--- src/rtl/vga_mem_arbiter.sv ---
// Two-to-one AXI4 arbiter sharing one memory master port between the VGA
// fetch engine (port 0, priority) and the offset-map/CPU path (port 1).
module vga_mem_arbiter #(
    parameter int STARVE_LIMIT = 4,
    parameter int ADDR_W       = 32,
    parameter int DATA_W       = 64,
    parameter int ID_W         = 4
) (
    input  logic                clock,
    input  logic                reset,
    // port 0
    input  logic                io_in0_awvalid,
    output logic                io_in0_awready,
    input  logic [ADDR_W-1:0]   io_in0_awaddr,
    input  logic [ID_W-1:0]     io_in0_awid,
    input  logic [7:0]          io_in0_awlen,
    input  logic [2:0]          io_in0_awsize,
    input  logic [1:0]          io_in0_awburst,
    input  logic                io_in0_wvalid,
    output logic                io_in0_wready,
    input  logic [DATA_W-1:0]   io_in0_wdata,
    input  logic [DATA_W/8-1:0] io_in0_wstrb,
    input  logic                io_in0_wlast,
    output logic                io_in0_bvalid,
    input  logic                io_in0_bready,
    output logic [1:0]          io_in0_bresp,
    output logic [ID_W-1:0]     io_in0_bid,
    input  logic                io_in0_arvalid,
    output logic                io_in0_arready,
    input  logic [ADDR_W-1:0]   io_in0_araddr,
    input  logic [ID_W-1:0]     io_in0_arid,
    input  logic [7:0]          io_in0_arlen,
    input  logic [2:0]          io_in0_arsize,
    input  logic [1:0]          io_in0_arburst,
    output logic                io_in0_rvalid,
    input  logic                io_in0_rready,
    output logic [1:0]          io_in0_rresp,
    output logic [DATA_W-1:0]   io_in0_rdata,
    output logic                io_in0_rlast,
    output logic [ID_W-1:0]     io_in0_rid,
    // port 1
    input  logic                io_in1_awvalid,
    output logic                io_in1_awready,
    input  logic [ADDR_W-1:0]   io_in1_awaddr,
    input  logic [ID_W-1:0]     io_in1_awid,
    input  logic [7:0]          io_in1_awlen,
    input  logic [2:0]          io_in1_awsize,
    input  logic [1:0]          io_in1_awburst,
    input  logic                io_in1_wvalid,
    output logic                io_in1_wready,
    input  logic [DATA_W-1:0]   io_in1_wdata,
    input  logic [DATA_W/8-1:0] io_in1_wstrb,
    input  logic                io_in1_wlast,
    output logic                io_in1_bvalid,
    input  logic                io_in1_bready,
    output logic [1:0]          io_in1_bresp,
    output logic [ID_W-1:0]     io_in1_bid,
    input  logic                io_in1_arvalid,
    output logic                io_in1_arready,
    input  logic [ADDR_W-1:0]   io_in1_araddr,
    input  logic [ID_W-1:0]     io_in1_arid,
    input  logic [7:0]          io_in1_arlen,
    input  logic [2:0]          io_in1_arsize,
    input  logic [1:0]          io_in1_arburst,
    output logic                io_in1_rvalid,
    input  logic                io_in1_rready,
    output logic [1:0]          io_in1_rresp,
    output logic [DATA_W-1:0]   io_in1_rdata,
    output logic                io_in1_rlast,
    output logic [ID_W-1:0]     io_in1_rid,
    // memory side
    output logic                io_out_awvalid,
    input  logic                io_out_awready,
    output logic [ADDR_W-1:0]   io_out_awaddr,
    output logic [ID_W-1:0]     io_out_awid,
    output logic [7:0]          io_out_awlen,
    output logic [2:0]          io_out_awsize,
    output logic [1:0]          io_out_awburst,
    output logic                io_out_wvalid,
    input  logic                io_out_wready,
    output logic [DATA_W-1:0]   io_out_wdata,
    output logic [DATA_W/8-1:0] io_out_wstrb,
    output logic                io_out_wlast,
    input  logic                io_out_bvalid,
    output logic                io_out_bready,
    input  logic [1:0]          io_out_bresp,
    input  logic [ID_W-1:0]     io_out_bid,
    output logic                io_out_arvalid,
    input  logic                io_out_arready,
    output logic [ADDR_W-1:0]   io_out_araddr,
    output logic [ID_W-1:0]     io_out_arid,
    output logic [7:0]          io_out_arlen,
    output logic [2:0]          io_out_arsize,
    output logic [1:0]          io_out_arburst,
    input  logic                io_out_rvalid,
    output logic                io_out_rready,
    input  logic [1:0]          io_out_rresp,
    input  logic [DATA_W-1:0]   io_out_rdata,
    input  logic                io_out_rlast,
    input  logic [ID_W-1:0]     io_out_rid,
    output logic                io_busy,
    output logic                io_grant
);

    localparam int CNT_W = (STARVE_LIMIT < 1) ? 1 : $clog2(STARVE_LIMIT + 1);
    localparam logic [CNT_W-1:0] CNT_MAX = CNT_W'(STARVE_LIMIT);

    typedef enum logic [2:0] {
        IDLE, RD_ADDR, RD_DATA, WR_ADDR, WR_DATA, WR_RESP
    } state_t;

    state_t           state_q, state_d;
    logic             grant_q, grant_d;
    logic [CNT_W-1:0] starve_cnt_q, starve_cnt_d;

    logic req0, req1, pick1, pick_wr;
    logic ar_hs, r_hs, aw_hs, w_hs, b_hs;

    assign req0    = io_in0_awvalid | io_in0_arvalid;
    assign req1    = io_in1_awvalid | io_in1_arvalid;
    assign pick1   = req1 & ((starve_cnt_q == CNT_MAX) | ~req0);
    assign pick_wr = pick1 ? io_in1_awvalid : io_in0_awvalid;

    assign ar_hs = io_out_arvalid & io_out_arready;
    assign r_hs  = io_out_rvalid  & io_out_rready;
    assign aw_hs = io_out_awvalid & io_out_awready;
    assign w_hs  = io_out_wvalid  & io_out_wready;
    assign b_hs  = io_out_bvalid  & io_out_bready;

    always_ff @(posedge clock) begin
        if (reset) begin
            state_q      <= IDLE;
            grant_q      <= 1'b0;
            starve_cnt_q <= '0;
        end else begin
            state_q      <= state_d;
            grant_q      <= grant_d;
            starve_cnt_q <= starve_cnt_d;
        end
    end

    always_comb begin
        state_d      = state_q;
        grant_d      = grant_q;
        starve_cnt_d = starve_cnt_q;
        unique case (state_q)
            IDLE: begin
                if (req0 | req1) begin
                    grant_d = pick1;
                    state_d = pick_wr ? WR_ADDR : RD_ADDR;
                    // only port-0 wins over a waiting port 1 count
                    if (pick1 | ~req1)
                        starve_cnt_d = '0;
                    else if (starve_cnt_q != CNT_MAX)
                        starve_cnt_d = starve_cnt_q + CNT_W'(1);
                end
            end
            RD_ADDR: if (ar_hs) state_d = RD_DATA;
            RD_DATA: if (r_hs & io_out_rlast) state_d = IDLE;
            WR_ADDR: if (aw_hs) state_d = WR_DATA;
            WR_DATA: if (w_hs & io_out_wlast) state_d = WR_RESP;
            WR_RESP: if (b_hs) state_d = IDLE;
            default: state_d = IDLE;
        endcase
    end

    always_comb begin
        io_out_awvalid = 1'b0;
        io_out_wvalid  = 1'b0;
        io_out_bready  = 1'b0;
        io_out_arvalid = 1'b0;
        io_out_rready  = 1'b0;
        io_in0_awready = 1'b0;
        io_in0_wready  = 1'b0;
        io_in0_bvalid  = 1'b0;
        io_in0_arready = 1'b0;
        io_in0_rvalid  = 1'b0;
        io_in1_awready = 1'b0;
        io_in1_wready  = 1'b0;
        io_in1_bvalid  = 1'b0;
        io_in1_arready = 1'b0;
        io_in1_rvalid  = 1'b0;
        unique case (state_q)
            RD_ADDR: begin
                io_out_arvalid = grant_q ? io_in1_arvalid : io_in0_arvalid;
                io_in0_arready = ~grant_q & io_out_arready;
                io_in1_arready =  grant_q & io_out_arready;
            end
            RD_DATA: begin
                io_out_rready = grant_q ? io_in1_rready : io_in0_rready;
                io_in0_rvalid = ~grant_q & io_out_rvalid;
                io_in1_rvalid =  grant_q & io_out_rvalid;
            end
            WR_ADDR: begin
                io_out_awvalid = grant_q ? io_in1_awvalid : io_in0_awvalid;
                io_in0_awready = ~grant_q & io_out_awready;
                io_in1_awready =  grant_q & io_out_awready;
            end
            WR_DATA: begin
                io_out_wvalid = grant_q ? io_in1_wvalid : io_in0_wvalid;
                io_in0_wready = ~grant_q & io_out_wready;
                io_in1_wready =  grant_q & io_out_wready;
            end
            WR_RESP: begin
                io_out_bready = grant_q ? io_in1_bready : io_in0_bready;
                io_in0_bvalid = ~grant_q & io_out_bvalid;
                io_in1_bvalid =  grant_q & io_out_bvalid;
            end
            default: ;
        endcase
    end

    assign io_out_awaddr  = grant_q ? io_in1_awaddr  : io_in0_awaddr;
    assign io_out_awid    = grant_q ? io_in1_awid    : io_in0_awid;
    assign io_out_awlen   = grant_q ? io_in1_awlen   : io_in0_awlen;
    assign io_out_awsize  = grant_q ? io_in1_awsize  : io_in0_awsize;
    assign io_out_awburst = grant_q ? io_in1_awburst : io_in0_awburst;
    assign io_out_wdata   = grant_q ? io_in1_wdata   : io_in0_wdata;
    assign io_out_wstrb   = grant_q ? io_in1_wstrb   : io_in0_wstrb;
    assign io_out_wlast   = grant_q ? io_in1_wlast   : io_in0_wlast;
    assign io_out_araddr  = grant_q ? io_in1_araddr  : io_in0_araddr;
    assign io_out_arid    = grant_q ? io_in1_arid    : io_in0_arid;
    assign io_out_arlen   = grant_q ? io_in1_arlen   : io_in0_arlen;
    assign io_out_arsize  = grant_q ? io_in1_arsize  : io_in0_arsize;
    assign io_out_arburst = grant_q ? io_in1_arburst : io_in0_arburst;

    // response payloads are broadcast; only the valids are steered
    assign io_in0_bresp = io_out_bresp;
    assign io_in0_bid   = io_out_bid;
    assign io_in0_rresp = io_out_rresp;
    assign io_in0_rdata = io_out_rdata;
    assign io_in0_rlast = io_out_rlast;
    assign io_in0_rid   = io_out_rid;
    assign io_in1_bresp = io_out_bresp;
    assign io_in1_bid   = io_out_bid;
    assign io_in1_rresp = io_out_rresp;
    assign io_in1_rdata = io_out_rdata;
    assign io_in1_rlast = io_out_rlast;
    assign io_in1_rid   = io_out_rid;

    assign io_busy  = (state_q != IDLE);
    assign io_grant = grant_q;

endmodule

--- config.mk ---
export PLATFORM = sky130hd
export DESIGN_NAME = vga_mem_arbiter
export DESIGN_NICKNAME = d
export VERILOG_FILES = /design/src/rtl/vga_mem_arbiter.sv
export SDC_FILE = /design/constraint.sdc
export NUM_CORES = 1
export LEC_CHECK = 0
export ABC_CLOCK_PERIOD_IN_PS = 1600
export CAP_MARGIN = 20
export CORE_AREA = 2 2 306 308
export DETAILED_ROUTE_END_ITERATION = 10
export DIE_AREA = 0 0 308 310
export DONT_BUFFER_PORTS = 1
export PLACE_DENSITY = 0.3
export SYNTH_ARGS = -nofsm -noshare
export SYNTH_HDL_FRONTEND = slang
export SYNTH_SLANG_ARGS = --single-unit
--- constraint.sdc ---
create_clock -name clock -period 1.6 [get_ports clock]
set_input_delay 0.08 -clock clock [delete_from_list [all_inputs] [get_ports clock]]
set_output_delay 0.08 -clock clock [all_outputs]
set_load 0.03 [all_outputs]
==> metrics, run 1 <==
status=finished, violations left; failing checks=setup timing; Post-DRT Antenna Nets=0; Distinct cells, synth=36; vias per inst=2.07; largest net degree at the start of global routing=40; layout cell share with drive strength beyond 1=85.1%; Layout area overhead=53.4%; final setup fails=43; max-slew violation count=0; clk_skew=0.00493 ns; Peak VDD IR=0.405 mV; RePlAce Congestion=0.822; YS warnings=0; Int Power=roughly 1.8 mW; Syn Nets=871; Overall Power=3.86 mW; Highest Clock Rate=roughly 600 MHz; Sink Count=7; worst min-delay path startpoint=reset; Mapped Cells=433; Min-Delay Path Depth=2; Sw Pwr=2.07 mW; worst path required time=1.76 ns; final cell count without fillers=1532; Seq cells post-synth=7; switching share of power=53.6%; Mapped Area=around 3800 um2; final hold vios=0; Post-DP Area=4550 um2; Worst setup EP type=register; Power Dens Cells=~660 nW/um2; worst hold slack=about 0.076 ns; share of the yosys chip area belonging to registers=3.67%; Root Driver=clkbuf_16; Max-slew headroom=about three quarters; via count=3177; cell leakage power=1.91 nW; Die X=308 um; utilization after layout=6.33%; most common cell after layout, fill and taps aside=mux2_4; Clock power frac=11.4%; Iteration-0 DRC Markers=146; min Tclk post-route=1.65 ns; worst min-delay path endpoint=state_q[1]; first drt pass iteration count=4; DRC=0; most frequent cells in the layout=mux2_4 (167), buf_4 (22), buf_12 (15); Setup WS post-layout=-0.0538 ns; startpoint types=register; CTS tree=done; average wire per standard cell=26.4 um; Worst Hold Class=input port to register; Critical Path AT=1.82 ns; setup slack, reg-to-reg=-0.05 ns; Max clock buf depth=2; final instance area=between 5000 and 6000 um2; clk slew on worst S/H paths=0.04 ns; combinational share of power=81.8%; Least-Margin Pin Slew=0.363 ns; FP Rows=approximately 110; Total GRT Usage=7.47%; crit-path max FO=6; die height=310 um; die area=95500 um2; first-pass GRT wire length=roughly 44000 um; # IOs=778; pre-CTS setup slack=-0.388 ns; placed insts=about 1500; Reg-to-Reg End=state_q[0]; GRT Residual Overflow=0; maxcap violations=0; final WL=40500 um; DP Wirelength=35500 um; core area=92500 um2; clock latency on the worst-skew pair=between 0.2 and 0.25 ns; setup TNS=-0.395 ns; I/O Buffers=0; initial antenna violation count=44; Flop pwr share=6.9%; vias in the first global route=roughly 3200; Worst Reg-to-Reg Cells=4; reg2reg start=io_grant; H-tree Lvls=1; CTS Buf Count=3; Net count, final=755; crit path kind=register to register; RSZ-0062 raised after global routing=true; Starting Density=4.13%; Syn Area/Cell=8.82 um2; period utilization=103%
[routing by layer]
metal	up-vias	wire length (um)	share of wire, %	track usage, %
met5	-	303	0.75	0
met4	42	1890	4.7	3.27
met3	137	7720	19	7.10
met2	414	16500	41	10.9
met1	1444	14100	35	7.16
li1	1140	-	-	-
[power by group through the flow]
stage,sequential (mW),clock (mW),combinational (mW)
floorplan,0.224,0,2.63
global placement,0.257,0,2.55
detailed placement,0.253,0,2.49
CTS,0.257,0.440,2.86
global route,0.267,0.452,3.29
finish,0.265,0.440,3.16
[flip-flops by register name, summed over array words and instances, names as in the netlist]
register and flops:
io_grant 1, starve_cnt_q 3, state_q 3
[synth_stat cells, drive strengths merged]
cell type	number	area share, %
buf	177	33
mux2	173	51
nor3	12	1.6
nor2	11	1.1
dfxtp	7	3.7
a21oi	6	0.79
nand2	5	0.49
inv	4	0.39
mux2i	4	1.0
nand2b	4	0.66
nand3	3	0.39
nand3b	3	0.59
a211oi	2	0.39
ha	2	0.66
nor4	2	0.33
o21ai	2	0.26
or3	2	0.46
a21bo	1	0.26
a22oi	1	0.20
a31o	1	0.23
and3	1	0.16
clkbuf	1	0.098
clkinv	1	0.098
nor2b	1	0.16
nor3b	1	0.20
o211ai	1	0.20
o21a	1	0.20
o221a	1	0.29
o2bb2ai	1	0.23
or2	1	0.16
or4	1	0.20
[worst max-delay path by stage]
stage	startpoint	endpoint	slack, ns	cells past startpoint
3_3_place_gp	io_grant	state_q[0]	-0.60	5
5_1_grt	io_grant	state_q[0]	-0.1	4
6_report	io_grant	state_q[0]	-0.05	4
2_1_floorplan	io_grant	io_in0_arready	-0.17	5
4_1_cts	io_grant	io_out_awaddr[30]	-0.07	3
3_5_place_dp	io_grant	state_q[0]	-0.39	5
[layout make-up]
cell class	instances	area [um2]
Clock inverter	1	5.00
Clock buffer	3	75.1
Sequential cell	7	151
Fill cell	10800	86600
Timing Repair Buffer	57	873
Antenna cell	19	47.5
Inverter	5	20.0
Multi-Input combinational cell	243	3190
Tap cell	1197	1500
[worst max-delay path: stages, from the launching register on]
cell,delay [ns]
dfxtp_4,0.43
mux2_4,0.34
a31o_4,0.26
or4_4,0.44
nand3_2,0.11
[cells by family after synthesis]
family / Yosys count / synth area share, %
adder cells (fa/ha/maj): 2 / 0.655
flip-flops: 7 / 3.67
AO/OA/AOI/OAI: 17 / 3.05
buffers and inverters: 183 / 34.0
AND/OR/NAND/NOR: 47 / 6.46
multiplexers: 177 / 52.2
[what timing repair did]
action,4_1_cts,5_1_grt
cloned,3,9
hold buffers,1,0
resized for setup,112,100
hold endpoints to repair,5,0
setup buffers,6,3
pin swaps,3,4
setup endpoints to repair,136,109
No activity file was read; power rests on OpenSTA's default activity.
==> run 2: changes to the inputs <==
--- a/config.mk
+++ b/config.mk
@@ -7,9 +7,11 @@
 export LEC_CHECK = 0
 export ABC_CLOCK_PERIOD_IN_PS = 1600
 export CAP_MARGIN = 20
-export CORE_AREA = 2 2 306 308
+export CELL_PAD_IN_SITES_DETAIL_PLACEMENT = 1
+export CELL_PAD_IN_SITES_GLOBAL_PLACEMENT = 1
+export CORE_AREA = 5 5 300 302
 export DETAILED_ROUTE_END_ITERATION = 10
-export DIE_AREA = 0 0 308 310
+export DIE_AREA = 0 0 305 307
 export DONT_BUFFER_PORTS = 1
 export PLACE_DENSITY = 0.3
 export SYNTH_ARGS = -nofsm -noshare
==> metrics, run 2 (synthesized netlist as in run 1, its figures left out) <==
status=finished, violations left; failing checks=setup timing; Net count, final=745 (-1.3%); largest net degree at the start of global routing=45 (+13%); vias per inst=1.98 (-4.3%); maxcap violations=0 (unchanged); Max clock buf depth=2 (unchanged); Reg-to-Reg End=state_q[0]; Critical Path AT=1.57 ns (-0.25 ns); Post-DP Area=4370 um2 (-4.0%); startpoint types=register; final hold vios=0 (unchanged); crit path kind=register to output port; Setup WS post-layout=-0.0451 ns (+0.00869 ns); period utilization=103% (-0.54 points); core area=87400 um2 (-5.5%); Sink Count=7 (unchanged); cell leakage power=1.73 nW (-9.3%); Least-Margin Pin Slew=0.410 ns (+0.0468 ns); area of the multi-input gates=3040 um2 (-4.5%); Fillers=10400 (-4.4%); die area=93600 um2 (-1.9%); sequential cell area=145 um2 (-4.1%); most common cell after layout, fill and taps aside=mux2_4; Min-Delay Path Depth=2 (unchanged); Root Driver=clkbuf_16; first-pass GRT wire length=36900 um (-16%); max-slew violation count=0 (unchanged); via count=2945 (-7.3%); min Tclk post-route=1.65 ns (-0.00869 ns); die height=307 um (-0.97%); DP Wirelength=27400 um (-23%); # IOs=778 (unchanged); I/O Buffers=0 (unchanged); most frequent cells in the layout=mux2_4 (155), buf_4 (27), mux2_2 (18); Power Dens Cells=657 nW/um2 (-0.44%); Peak VDD IR=0.269 mV (-33%); final WL=31600 um (-22%); Die X=305 um (-0.97%); clk_skew=0.00237 ns (-0.00256 ns); Iteration-0 DRC Markers=159 (+8.9%); Worst Reg-to-Reg Cells=5 (+1); RePlAce Congestion=0.803 (-2.3%); pre-CTS setup slack=-0.113 ns (+0.275 ns); Post-DRT Antenna Nets=0 (unchanged); setup TNS=-0.318 ns (+0.0768 ns); Worst Hold Class=input port to register; DRC=0 (unchanged); RSZ-0062 raised after global routing=true; final setup fails=21 (-51%); GRT Residual Overflow=0 (unchanged); Total GRT Usage=5.93% (-1.5 points); Max-slew headroom=72.7% (-2.4 points); crit-path max FO=44 (+38); worst min-delay path startpoint=reset; H-tree Lvls=1 (unchanged); first drt pass iteration count=4 (unchanged); Highest Clock Rate=608 MHz (+0.53%); worst min-delay path endpoint=state_q[1]; CTS tree=done; average wire per standard cell=21.3 um (-19%); layout cell share with drive strength beyond 1=79.4% (-5.7 points); Worst setup EP type=output port; reg2reg start=io_grant; clk slew on worst S/H paths=0.04 ns (about the same); vias in the first global route=3159 (-2.0%); CTS Buf Count=3 (unchanged); initial antenna violation count=21 (-52%); final instance area=5380 um2 (-8.2%); FP Rows=109 (-2.7%); worst path required time=1.52 ns (-0.24 ns); Layout area overhead=40.9%; clock latency on the worst-skew pair=0.24 ns (about the same); setup slack, reg-to-reg=-0.03 ns (+0.02 ns); Starting Density=4.37% (+0.24 points)
-- run 2: changes by cell type in the layout (fill, tap and decap cells not counted), sizes merged --
cell    previous run  this run
diode             19        13
clkinv             2         0
clkbuf             9         4
buf               49        46
inv                4         5
bufbuf             1         0
-- run 2: timing repair --
item	in CTS	in global routing
pin swaps	1	1
setup endpoints to repair	174	84
cloned	6	0
gates resized for setup	103	65
hold endpoints to repair	5	0
hold buffers	1	0
setup buffers	7	6
-- run 2: critical path, cell delays in order, from the launching register on --
cell     delay, ns
dfxtp_4       0.38
buf_4         0.14
buf_16        0.24
mux2_2        0.48
-- run 2: final cells by class --
type | instances | share of cell area, %
inverters | 5 | 0.349
multi-input cells | 243 | 56.6
repair buffers | 47 | 11.2
well taps | 1165 | 27.1
diodes | 13 | 0.605
flip-flops and latches | 7 | 2.70
clock buffers | 4 | 1.47
-- run 2: power breakdown --
group,switching [mW],total (mW),internal (mW)
sequential,0.0460,0.251,0.205
clock,0.102,0.434,0.332
combinational,1.78,2.85,1.07
-- run 2: metal layers --
| layer | wire (um) | track usage, % |
|---|---|---|
| met1 | 11100 | 6.28 |
| met2 | 12500 | 8.23 |
| met3 | 6310 | 5.37 |
| met4 | 1570 | 2.34 |
| met5 | 154 | 0.708 |
-- run 2: metrics by stage --
stage / hold WS [ns] / instances / power (mW) / util [%]
final: 0.00973 / 1484 / 3.53 / 6.15
after global routing: 0.0132 / 1472 / 3.68 / 6.12
after CTS: 0.0104 / 1466 / 3.45 / 5.81
after detailed placement: 0.149 / 1448 / 2.62 / 5.00
after global placement: 0.154 / 1448 / 2.62 / 5.00
after floorplan: 0.292 / 433 / 2.85 / -
-- run 2: worst max-delay path by stage --
stage,slack (ns),to,startpoint
5_1_grt,-0.1,state_q[0],io_grant
3_5_place_dp,-0.11,state_q[0],state_q[0]
2_1_floorplan,-0.17,io_in0_arready,io_grant
6_report,-0.05,io_out_awaddr[23],io_grant
3_3_place_gp,-0.16,state_q[0],state_q[0]
4_1_cts,-0.11,state_q[0],io_grant
==> run 3: changes to the inputs <==
--- a/config.mk
+++ b/config.mk
@@ -13,6 +13,7 @@
 export DETAILED_ROUTE_END_ITERATION = 10
 export DIE_AREA = 0 0 305 307
 export DONT_BUFFER_PORTS = 1
+export MAX_ROUTING_LAYER = met4
 export PLACE_DENSITY = 0.3
 export SYNTH_ARGS = -nofsm -noshare
 export SYNTH_HDL_FRONTEND = slang
==> metrics, run 3 (synthesized netlist as in run 1, its figures left out) <==
RSZ-0062 raised after global routing=true; initial antenna violation count=21 (unchanged); Max clock buf depth=2 (unchanged); startpoint types=register; largest net degree at the start of global routing=45 (unchanged); CP Cell Sequence=buf_4 > buf_16 > mux2_2; Largest delay share family, worst path=multiplexers; max-slew violation count=0 (unchanged); crit path kind=register to output port; Worst Hold Class=input port to register; maxcap violations=0 (unchanged); worst path required time=1.52 ns (about the same); DP Wirelength=27400 um (unchanged); Setup WS post-layout=-0.0444 ns (+0.000666 ns); first-pass GRT wire length=36900 um (about the same); crit-path max FO=44 (unchanged); clk_skew=0.00172 ns (-0.000654 ns); CTS Buf Count=3 (unchanged); Worst Reg-to-Reg Cells=5 (unchanged); Least-Margin Pin Slew=0.406 ns (-0.00376 ns); Overall Power=3.54 mW (+0.33%); GRT Residual Overflow=0 (unchanged); first drt pass iteration count=4 (unchanged); Layout area overhead=41.6%; Starting Density=4.37% (unchanged); setup slack, reg-to-reg=-0.03 ns (about the same); Reg-to-Reg End=state_q[0]; min Tclk post-route=1.64 ns (-0.000666 ns); I/O Buffers=0 (unchanged); Crit-path slowest cell=mux2_2; Total GRT Usage=6.11% (+0.17 points); Iteration-0 DRC Markers=136 (-14%); failing checks=setup timing; Critical Path AT=1.56 ns (about the same); cell leakage power=1.74 nW (+0.87%); average wire per standard cell=21.3 um (-0.11%); status=finished, violations left; final setup fails=18 (-14%); most frequent cells in the layout=mux2_4 (160), buf_4 (27), mux2_2 (13); final WL=31700 um (+0.23%); Sink Count=7 (unchanged); die height=307 um (unchanged); CP max stage delay=0.48 ns (about the same); # IOs=778 (unchanged); Post-DP Area=4370 um2 (unchanged); CP endpoint=io_out_awaddr[23]; Max-slew headroom=72.9% (+0.25 points); die area=93600 um2 (unchanged); Post-DRT Antenna Nets=0 (unchanged); crit path from=io_grant; CTS tree=done; clk slew on worst S/H paths=0.04 ns (about the same); DRC=0 (unchanged); Net count, final=745 (unchanged); layout cell share with drive strength beyond 1=79.1% (-0.33 points); critical path depth in cells=3 (unchanged); clock latency on the worst-skew pair=0.23 ns (about the same); Fillers=10400 (+0.18%); FP Rows=109 (unchanged); Power Dens Cells=655 nW/um2 (-0.18%); vias per inst=1.98 (-0.27%); final hold vios=0 (unchanged); RePlAce Congestion=0.819 (+2.0%); vias in the first global route=3154 (-0.16%); Highest Clock Rate=608 MHz (about the same); final instance area=5410 um2 (+0.51%); Peak VDD IR=0.266 mV (-1.2%); Die X=305 um (unchanged); H-tree Lvls=1 (unchanged); core area=87400 um2 (unchanged); via count=2947 (+0.068%); Root Driver=clkbuf_16; period utilization=103% (about the same); Buf/Inv on CP=2 (unchanged); reg2reg start=io_grant; Worst setup EP type=output port; most common cell after layout, fill and taps aside=mux2_4
[run 3: changes by cell type in the layout (fill, tap and decap cells not counted)]
cell and change:
mux2i_2 -1, diode_2 +5, mux2_2 -5, mux2_4 +5
mux2i_1 +1
[run 3: routing by layer]
metal / vias to the layer above / GRT usage, % / wire length, um
met1: 1322 / 6.44 / 11800
met4: 0 / 2.34 / 1540
met3: 78 / 5.19 / 5690
li1: 1126 / - / -
met5: - / - / 0
met2: 421 / 8.23 / 12600
[run 3: power breakdown]
part / internal [mW] / switching, mW
Sequential: 0.205 / 0.0453
Combinational: 1.08 / 1.79
Clock: 0.332 / 0.0978
Total: 1.61 / 1.93
[run 3: worst min-delay path by stage]
stage / startpoint / end / depth (start not counted)
floorplan: io_out_bid[0] / io_in0_bid[0] / 1
global placement: reset / io_grant / 1
detailed placement: reset / io_grant / 1
CTS: reset / state_q[1] / 2
global route: reset / state_q[1] / 2
finish: reset / state_q[1] / 2
[run 3: what timing repair did]
action | in CTS | in global routing
endpoints found under the setup margin | 174 | 84
resized for setup | 103 | 70
gates cloned | 6 | 0
buffers inserted | 7 | 7
pin swaps | 1 | 0
endpoints found under the hold margin | 5 | 0
hold buffers | 1 | 0
[run 3: final cells by class]
type	count	area [um2]	area share, %
Multi-Input combinational cell	243	3060	56.6
Sequential cell	7	145	2.68
Tap cell	1165	1460	27.0
Antenna cell	18	45.0	0.833
Timing Repair Buffer	47	602	11.1
Inverter	5	18.8	0.347
Clock buffer	4	78.8	1.46
[run 3: per-stage QoR]
step / util (%) / instances / hold WS, ns / TNS, ns / setup slack (ns)
final: 6.18 / 1489 / 0.0102 / -0.320 / -0.0444
after global routing: 6.18 / 1488 / 0.0132 / -3.96 / -0.101
after CTS: 5.81 / 1466 / 0.0104 / -2.17 / -0.112
after detailed placement: 5.00 / 1448 / 0.149 / -0.113 / -0.113
after global placement: 5.00 / 1448 / 0.154 / -0.159 / -0.159
after floorplan: - / 433 / 0.292 / -2.12 / -0.166
[run 3: worst register-to-register path: stages (launching register included)]
cell and delay (ns):
dfxtp_4 0.38, buf_12 0.13, mux2_4 0.31, a31o_1 0.23, or4_1 0.41, nand3_1 0.10
